### config.mk
export PLATFORM = sky130hd
export DESIGN_NAME = rcc_cmd_queue
export DESIGN_NICKNAME = d
export VERILOG_FILES = /design/src/rtl/ahb3lite_pkg.sv /design/src/rtl/rcc_cmd_fifo.sv /design/src/rtl/rcc_cmd_queue.sv
export SDC_FILE = /design/constraint.sdc
export NUM_CORES = 1
export LEC_CHECK = 0
export CAP_MARGIN = 10
export CORE_MARGIN = 8
export CORE_UTILIZATION = 60
export DETAILED_ROUTE_END_ITERATION = 6
export GPL_TIMING_DRIVEN = 0
export PLACE_DENSITY = 0.83
export SLEW_MARGIN = 20
export SYNTH_ARGS = -nofsm -noshare
export SYNTH_HDL_FRONTEND = slang
export SYNTH_HIERARCHICAL = 1
export SYNTH_SLANG_ARGS = --single-unit
### constraint.sdc
create_clock -name HCLK -period 4.92 [get_ports HCLK]
set_input_delay 0.984 -clock HCLK [delete_from_list [all_inputs] [get_ports HCLK]]
set_output_delay 0.984 -clock HCLK [all_outputs]
set_load 0.1 [all_outputs]
### src/rtl/ahb3lite_pkg.sv
// Shared AHB-Lite / RCC definitions: default sizes and the
// command-queue FSM state type.
package ahb3lite_pkg;

    localparam int RCC_DEPTH_DEF  = 4;
    localparam int RCC_ADDR_W_DEF = 32;
    localparam int RCC_LEN_W_DEF  = 6;

    typedef enum logic {
        RCC_IDLE,
        RCC_BUSY
    } rcc_state_t;

endpackage

### src/rtl/rcc_cmd_fifo.sv
// Synchronous descriptor FIFO with flush; read data is the
// current head, consumed by pop.
module rcc_cmd_fifo
    import ahb3lite_pkg::*;
#(
    parameter int DEPTH = RCC_DEPTH_DEF,
    parameter int WIDTH = RCC_ADDR_W_DEF + RCC_LEN_W_DEF
) (
    input  logic                       HCLK,
    input  logic                       HRESETn,
    input  logic                       push,
    input  logic                       pop,
    input  logic                       flush,
    input  logic [WIDTH-1:0]           wr_data,
    output logic [WIDTH-1:0]           rd_data,
    output logic [$clog2(DEPTH):0]     count,
    output logic                       full,
    output logic                       empty
);

    localparam int AW = $clog2(DEPTH);

    logic [WIDTH-1:0] mem [DEPTH];
    logic [AW-1:0]    wr_ptr;
    logic [AW-1:0]    rd_ptr;
    logic             do_push;
    logic             do_pop;

    assign full    = (count == (AW+1)'(DEPTH));
    assign empty   = (count == '0);
    assign do_push = push && !full && !flush;
    assign do_pop  = pop && !empty && !flush;
    assign rd_data = mem[rd_ptr];

    // Pointers wrap naturally because DEPTH is a power of two.
    always_ff @(posedge HCLK or negedge HRESETn) begin
        if (!HRESETn) begin
            wr_ptr <= '0;
            rd_ptr <= '0;
            count  <= '0;
        end else if (flush) begin
            wr_ptr <= '0;
            rd_ptr <= '0;
            count  <= '0;
        end else begin
            if (do_push) wr_ptr <= wr_ptr + 1'b1;
            if (do_pop)  rd_ptr <= rd_ptr + 1'b1;
            if (do_push && !do_pop)
                count <= count + 1'b1;
            else if (do_pop && !do_push)
                count <= count - 1'b1;
        end
    end

    always_ff @(posedge HCLK or negedge HRESETn) begin
        if (!HRESETn) begin
            for (int i = 0; i < DEPTH; i++) mem[i] <= '0;
        end else if (do_push) begin
            mem[wr_ptr] <= wr_data;
        end
    end

endmodule

### src/rtl/rcc_cmd_queue.sv
// RCC DMA command queue: FIFO of CPU descriptors issued to the AHB master.
// Optional RCC_CMD_STATS_EN adds o_done_count and o_overflow.
module rcc_cmd_queue
    import ahb3lite_pkg::*;
#(
    parameter int DEPTH  = RCC_DEPTH_DEF,
    parameter int ADDR_W = RCC_ADDR_W_DEF,
    parameter int LEN_W  = RCC_LEN_W_DEF
) (
    input  logic                    HCLK,
    input  logic                    HRESETn,
    input  logic                    i_cmd_valid,
    output logic                    o_cmd_ready,
    input  logic [ADDR_W-1:0]       i_cmd_addr,
    input  logic [LEN_W-1:0]        i_cmd_len,
    input  logic                    i_flush,
    input  logic                    i_CoreSystemStart,
    input  logic                    CoreSystem_Master_Done,
    output logic                    NewCommandOn,
    output logic [LEN_W-1:0]        o_RCC_BUFFER_LENGTH,
    output logic [ADDR_W/2-1:0]     o_RCC_DMA_ADDR_HIGH,
    output logic [ADDR_W/2-1:0]     o_RCC_DMA_ADDR_LOW,
    output logic [$clog2(DEPTH):0]  o_fifo_count,
    output logic                    o_fifo_full,
    output logic                    o_fifo_empty,
`ifdef RCC_CMD_STATS_EN
    output logic [15:0]             o_done_count,
    output logic                    o_overflow,
`endif
    output logic                    o_zero_len_drop
);

    localparam int W  = ADDR_W + LEN_W;
    localparam int HW = ADDR_W / 2;

    rcc_state_t state, state_nxt;

    logic             push_acc;
    logic             push_store;
    logic             issue;
    logic             retire;
    logic [W-1:0]     head;

    assign o_cmd_ready = !o_fifo_full && !i_flush;
    assign push_acc    = i_cmd_valid && o_cmd_ready;
    assign push_store  = push_acc && (i_cmd_len != '0);

    rcc_cmd_fifo #(
        .DEPTH (DEPTH),
        .WIDTH (W)
    ) u_fifo (
        .HCLK    (HCLK),
        .HRESETn (HRESETn),
        .push    (push_store),
        .pop     (issue),
        .flush   (i_flush),
        .wr_data ({i_cmd_addr, i_cmd_len}),
        .rd_data (head),
        .count   (o_fifo_count),
        .full    (o_fifo_full),
        .empty   (o_fifo_empty)
    );

    always_ff @(posedge HCLK or negedge HRESETn) begin
        if (!HRESETn) state <= RCC_IDLE;
        else          state <= state_nxt;
    end

    always_comb begin
        state_nxt = state;
        unique case (state)
            RCC_IDLE: if (issue)  state_nxt = RCC_BUSY;
            RCC_BUSY: if (retire) state_nxt = RCC_IDLE;
        endcase
    end

    // Empty is the registered flag, so a same-cycle push is never popped.
    always_comb begin
        NewCommandOn = (state == RCC_BUSY);
        issue  = (state == RCC_IDLE) && i_CoreSystemStart &&
                 !o_fifo_empty && !i_flush;
        retire = (state == RCC_BUSY) && CoreSystem_Master_Done;
    end

    always_ff @(posedge HCLK or negedge HRESETn) begin
        if (!HRESETn) begin
            o_RCC_BUFFER_LENGTH <= '0;
            o_RCC_DMA_ADDR_HIGH <= '0;
            o_RCC_DMA_ADDR_LOW  <= '0;
        end else if (issue) begin
            o_RCC_BUFFER_LENGTH <= head[LEN_W-1:0];
            o_RCC_DMA_ADDR_LOW  <= head[LEN_W +: HW];
            o_RCC_DMA_ADDR_HIGH <= head[LEN_W+HW +: HW];
        end
    end

    always_ff @(posedge HCLK or negedge HRESETn) begin
        if (!HRESETn) o_zero_len_drop <= 1'b0;
        else          o_zero_len_drop <= push_acc && (i_cmd_len == '0);
    end

`ifdef RCC_CMD_STATS_EN
    always_ff @(posedge HCLK or negedge HRESETn) begin
        if (!HRESETn) begin
            o_done_count <= '0;
            o_overflow   <= 1'b0;
        end else begin
            if (retire) o_done_count <= o_done_count + 16'd1;
            if (i_cmd_valid && o_fifo_full) o_overflow <= 1'b1;
        end
    end
`endif

endmodule

Word level (Yosys, flattened, before mapping) --
Cells that the tools add are included.
Cells by class: magnitude comparators 3, reduce and logical (&&, ||, !) cells 26, equal/unequal tests 1, add/sub/neg operators 4, shifts and indexed selects 0, multipliers 0, divide/modulo/power cells 0, bitwise logic cells 3, muxes and demuxes 16
Operators by type and width (number):
- $bwmux W152 | 1
- $mux W38 | 3
- $bmux W38 S2 | 1
- $demux W38 S2 | 1
- $logic_and A1 B1 Y1 | 15
- $mux W3 | 3
- $mux W2 | 4
- $ge A3 B3 Y1 const B | 2
- $logic_not A6 Y1 | 1
- $not A2 Y3 | 2
- $reduce_bool A6 Y1 | 1
- $logic_not A1 Y1 | 5
- $add A2 B1 Y2 const B | 2
- $reduce_bool A2 Y1 | 2
- $add A3 B1 Y3 const B | 1
- $eq A3 B3 Y1 const B | 1
- $logic_not A3 Y1 | 1
- $lt A3 B1 Y1 const B | 1
- $reduce_bool A3 Y1 | 1
- $sub A3 B1 Y3 const B | 1
- $mux W1 | 2
- $pmux W1 S2 | 1
- $not A1 Y1 | 1
Word-level totals: bits in read-only memories 0, logic and storage cells 65, memories 0, bits in registers 199, bits in latches 0, output and inout bits 46, bits of input ports 44, RAM bits 0

Longest topological paths before layout --
word-level depth 12, mapped depth 13, depth with buffers taken out 10

By module --
The synthesis kept the hierarchy.
By module, submodules not included:
- rcc_cmd_fifo | cells each 430, times used 1, area an instance 7528.5 um^2, seq. area each 3978.8 um^2
- rcc_cmd_queue | cells each 90, times used 1, area an instance 1545.2 um^2, seq. area each 1001.0 um^2

Worst setup path after synthesis --
OpenSTA, ideal clock, no wires.
path kind register to register, from register u_fifo.count[0], to register u_fifo.count[2], data required time 4.854 ns, path buffers 3, setup time 0.066 ns, clock period less this slack 5.122 ns, cell stages (with the launch flop) 12, setup slack -0.202 ns, arrival time 5.056 ns, cell sequence dfrtp_1 > buf_2 > nor3_1 > nor4b_4 > buf_6 > clkbuf_1 > o21a_1 > nor4_1 > fa_1 > nand3b_1 > a311oi_1 > o311a_1
Between the ends: cells in the longest elaborated chain, start to end 10, elaborated cells between the ends (all ways) 23, classes of those cells add/sub (2); eq/ne (1); mux (3); reduce/logical (17)
RTL lines:
- start: declaration | line rcc_cmd_fifo.sv:16 | output logic [$clog2(DEPTH):0] count,
- start signal: assignment | line rcc_cmd_fifo.sv:49 | count <= count + 1'b1;
- start signal: assignment | line rcc_cmd_fifo.sv:51 | count <= count - 1'b1;
- $logic_not A3 Y1 (*) | line rcc_cmd_fifo.sv:30 | assign empty = (count == '0);
- named net o_fifo_empty | line rcc_cmd_queue.sv:25 | output logic o_fifo_empty,
- $logic_not A1 Y1 (*) | line rcc_cmd_queue.sv:81 | !o_fifo_empty && !i_flush;
- $logic_and A1 B1 Y1 (*) | line rcc_cmd_queue.sv:80 | issue = (state == RCC_IDLE) && i_CoreSystemStart &&
- $logic_and A1 B1 Y1 (*) | line rcc_cmd_queue.sv:81
- named net issue | line rcc_cmd_queue.sv:40 | logic issue;
- $logic_and A1 B1 Y1 (*) (2 in a row) | line rcc_cmd_fifo.sv:32 | assign do_pop = pop && !empty && !flush;
- $logic_not A1 Y1 | line rcc_cmd_fifo.sv:48 | if (do_push && !do_pop)
- $logic_and A1 B1 Y1 | line rcc_cmd_fifo.sv:48
- $mux W3 | line rcc_cmd_fifo.sv:48
- $mux W3 | line rcc_cmd_fifo.sv:41 | end else if (flush) begin
The timed path passes the listed nets; every way through them passes the cells marked *. The select of a mux whose other input is x is not followed. A chain may end at the register's enable or synchronous reset.

Worst setup path in the final report --
from input i_flush, to output o_cmd_ready
Between the ends: cells in the longest elaborated chain, start to end 2
RTL lines:
- start: declaration | line rcc_cmd_queue.sv:16 | input logic i_flush,
- $logic_not A1 Y1 | line rcc_cmd_queue.sv:44 | assign o_cmd_ready = !o_fifo_full && !i_flush;
- $logic_and A1 B1 Y1 | line rcc_cmd_queue.sv:44
- end: declaration | line rcc_cmd_queue.sv:13 | output logic o_cmd_ready,
Every way passes these cells.

==> summary.md <==
| Metric | Value |
|---|---|
| Status | finished, final reports clean |
| Port Buffers | 89 |
| Antenna diodes | 0 |
| CP top delay family | buffers and inverters |
| Switching share of power | 38.9% |
| Sw Pwr | 2.44 mW |
| Crit end category | primary output |
| Final period utilization | 79.2% |
| Largest family of logic cells by synthesized area | multiplexers |
| CTS buffer count | 17 |
| Register share of total power | between 30% and 40% |
| Post-Syn Instances | 520 |
| Post-CTS sizing | 0 |
| # IOs | 90 |
| Final core utilization | 72.4% |
| Clock share of power | 22.8% |
| DIE WIDTH | approximately 140 um |
| Core box area | 15000 um^2 |
| Crit path kind | input pin to primary output |
| RSZ-0062 raised after global routing | false |
| Routed Antenna Nets | 0 |
| Final Hold Fails | 0 |
| CTS H-tree depth | 4 |
| Area after DPL | 10200 um^2 |
| Number of enable flip-flop cells after synthesis | 0 |
| Die Span Y | 139 um |
| Compound-Gate Fraction of Synth Area | 1.09% |
| Global-route usage over all layers | 20.2% |
| Final Skew | 0.00992 ns |
| Post-Synth XOR/XNOR Area | less than 1% |
| DRT iter0 DRCs | 286 |
| Syn_area_per_cell | around 17 um^2 |
| TritonRoute pass-1 iters | 4 |
| Post-synth top area share | 54.9% |
| Synth area leaders | dfrtp_1 55%, mux2_2 14%, mux2_4 13% |
| Vias per std cell | 5.81 |
| Yosys warns | 6 |
| Routability cong. | roughly 0.75 |
| Multiplexer area fraction after synthesis | 36.8% |
| Area Overhead vs Synth | 19.6% |
| Die ar. | 19300 um^2 |
| CTS Root Cell | clkbuf_16 |
| Fin crit period | 3.90 ns |
| Drc violations | 0 |
| Overflow after GRT | 0 |
| Pin count of the biggest net entering global routing | 106 |
| Yosys top cell by area | dfrtp_1 |
| Final Max Slew Viols | 0 |
| Netlist Area Pre-Place | 9070 um^2 |
| Setup violations, final | 0 |
| Crit path required time | approximately 3.9 ns |
| Hold Buf Count CTS | 0 |
| Vias | 4819 |
| Achievable Freq | ~260 MHz |
| Crit-path cells | clkdlybuf4s50_1, nor2_2, clkdlybuf4s50_1 |
| Async set-reset flop share out of synthesis | 100% |
| Data arrival time of the critical path | 2.91 ns |
| DR WL/cell | 22.3 um |
| Pwr dens | 577 nW/um^2 |
| Post-synth top flop | dfrtp_1 |
| Crit path top cell by count | clkdlybuf4s50_1 |
| Skew-Pair Late Insertion Delay | 0.43 ns |
| Post-layout net count | a little under 700 |
| Clk sinks | 199 |
| Place WS | 0.819 ns |
| Highest net fanout along the worst path | 5 |
| Longest Clk Path Bufs | 2 |
| Sequential element share of the synthesized area | between 50 and 60% |
| Buf/Inv on CP | 2 |
| Starting density of the core | ~60% |
| Number of global-route vias before repair | 5575 |
| Logic pwr share | roughly two fifths |
| Critical Path Source Type | input pin |
| Syn nets | 569 |
| Clock Pin Slew Worst Setup and Hold Paths | 0.07 ns |
| Final worst slack | 1.02 ns |
| Initial antenna violation count | 0 |
| Simple logic cell fraction of the synthesized area | 2.05% |
| HPWL after DPL | 12400 um |
| Worst-Margin Slew | 1.03 ns |
| Share of layout cells above drive strength 1 | 46.1% |
| Post-synthesis adder-cell area fraction | 0.772% |
| Pint | 3.82 mW |
| Design Area, Final | 10800 um^2 |
| FF+latch count, synth | 199 |
| Clock tree from TritonCTS | built |
| Critical Path Max Stage Delay | roughly 1.2 ns |
| Post-CTS setup buffer count | 0 |
| VDD IR-drop max | 0.421 mV |
| Drt total wl | 18500 um |
| Worst hold-check path type | flop to flop |
| Dpl cells | 798 |
| Unique masters post-synth | 38 |
| Fin cells | 830 |
| Core Rows | 45 |
| Pleak | 5.10 nW |
| Slew headroom | a little under a third |
| Slowest stage cell, crit path | clkdlybuf4s50_1 |
| First-pass GRT wire length | 30400 um |
| Max Cap Viol | 0 |
[synthesized netlist by cell type, types with 2 or more instances]
master	n
buf_6	9
nand3_2	4
dfrtp_1	199
a21oi_1	2
mux2i_1	2
ha_1	4
mux2_4	80
xor2_1	2
buf_12	8
clkbuf_1	6
nor2_1	10
nand3_1	2
mux2_1	3
buf_2	6
nor4_1	2
nand3b_1	2
inv_1	7
buf_4	5
mux4_2	38
mux2_2	109
o311a_1	2
o21ai_0	2
[final timing paths]
path / end / cells after the start / start / slack, ns
min in group asynchronous: u_fifo/mem[143]$_DFFE_PN0P_ / 1 / HRESETn / 0.56
min reg2reg: u_fifo/mem[39]$_DFFE_PN0P_ / 1 / u_fifo/mem[39]$_DFFE_PN0P_ / 0.50
min: u_fifo/mem[39]$_DFFE_PN0P_ / 1 / u_fifo/mem[39]$_DFFE_PN0P_ / 0.50
max in group asynchronous: u_fifo/mem[120]$_DFFE_PN0P_ / 2 / HRESETn / 3.40
max: o_cmd_ready / 3 / i_flush / 1.02
max reg2reg: u_fifo/count[2]$_DFFE_PN0P_ / 13 / u_fifo/count[0]$_DFFE_PN0P_ / 1.73
[power groups by stage]
stage / clock (mW) / combinational, mW / sequential, mW
2_1_floorplan: 0 / 0.807 / 3.43
3_3_place_gp: 0 / 2.46 / 2.32
3_5_place_dp: 0 / 2.51 / 2.36
4_1_cts: 1.46 / 2.52 / 2.34
5_1_grt: 1.52 / 2.59 / 2.39
6_report: 1.43 / 2.50 / 2.34
[cell usage in the layout (no fill, tap or decap), drive strengths merged]
cell	n
o311a	2
and2b	1
mux2	192
inv	8
o21ai	2
fa	1
nor4	2
dfrtp	199
o31ai	1
nor2	10
bufinv	3
nor4bb	1
nor3	1
clkdlybuf4s50	88
o311ai	1
mux4	38
a311oi	1
nand3	6
o21a	1
ha	4
nor4b	1
nand3b	2
a21bo	1
clkinvlp	3
a21o	1
buf	30
clkbuf	29
mux2i	2
clkinv	3
a21oi	2
or3b	2
or4	1
xor2	2
a221oi	1
[routing by layer]
| layer | GRT usage, % | wire length [um] | vias up |
|---|---|---|---|
| met5 | 0 | 0 | - |
| met4 | 5.66 | 236 | 0 |
| met3 | 5.65 | 663 | 17 |
| met2 | 34.9 | 9570 | 80 |
| met1 | 24.3 | 8030 | 2589 |
| li1 | - | - | 2133 |
[cells by family (layout without fill, tap and decap cells)]
group / count (synthesis) / count (layout)
AND/OR/NAND/NOR: 27 / 27
adder cells (fa/ha/maj): 5 / 5
XOR/XNOR: 2 / 2
flip-flops: 199 / 199
multiplexers: 232 / 232
AO/OA/AOI/OAI: 13 / 13
buffers and inverters: 42 / 164
[final cells by class]
cell class	count	area, um^2
sequential	199	4980
inverter	7	26.3
tap	188	235
clock inverter	10	144
fill	958	4130
timing repair buffer	90	923
multi-input combinational	279	3720
buffer	35	357
clock buffer	22	464
[through the flow]
step	TNS [ns]	total power [mW]	hold slack, ns
6_report	0	6.26	0.503
3_5_place_dp	0	4.87	0.489
3_3_place_gp	-953.33	4.78	0.481
4_1_cts	0	6.32	0.504
2_1_floorplan	0	4.23	0.474
5_1_grt	0	6.49	0.519
[registers in the layout, indices dropped and copies added, names as in the netlist]
signal / flops
o_RCC_DMA_ADDR_LOW: 16
NewCommandOn: 1
o_RCC_DMA_ADDR_HIGH: 16
u_fifo/mem: 152
u_fifo/wr_ptr: 2
u_fifo/rd_ptr: 2
u_fifo/count: 3
o_RCC_BUFFER_LENGTH: 6
o_zero_len_drop: 1
Note: power is estimated with default switching activity, not from simulation.
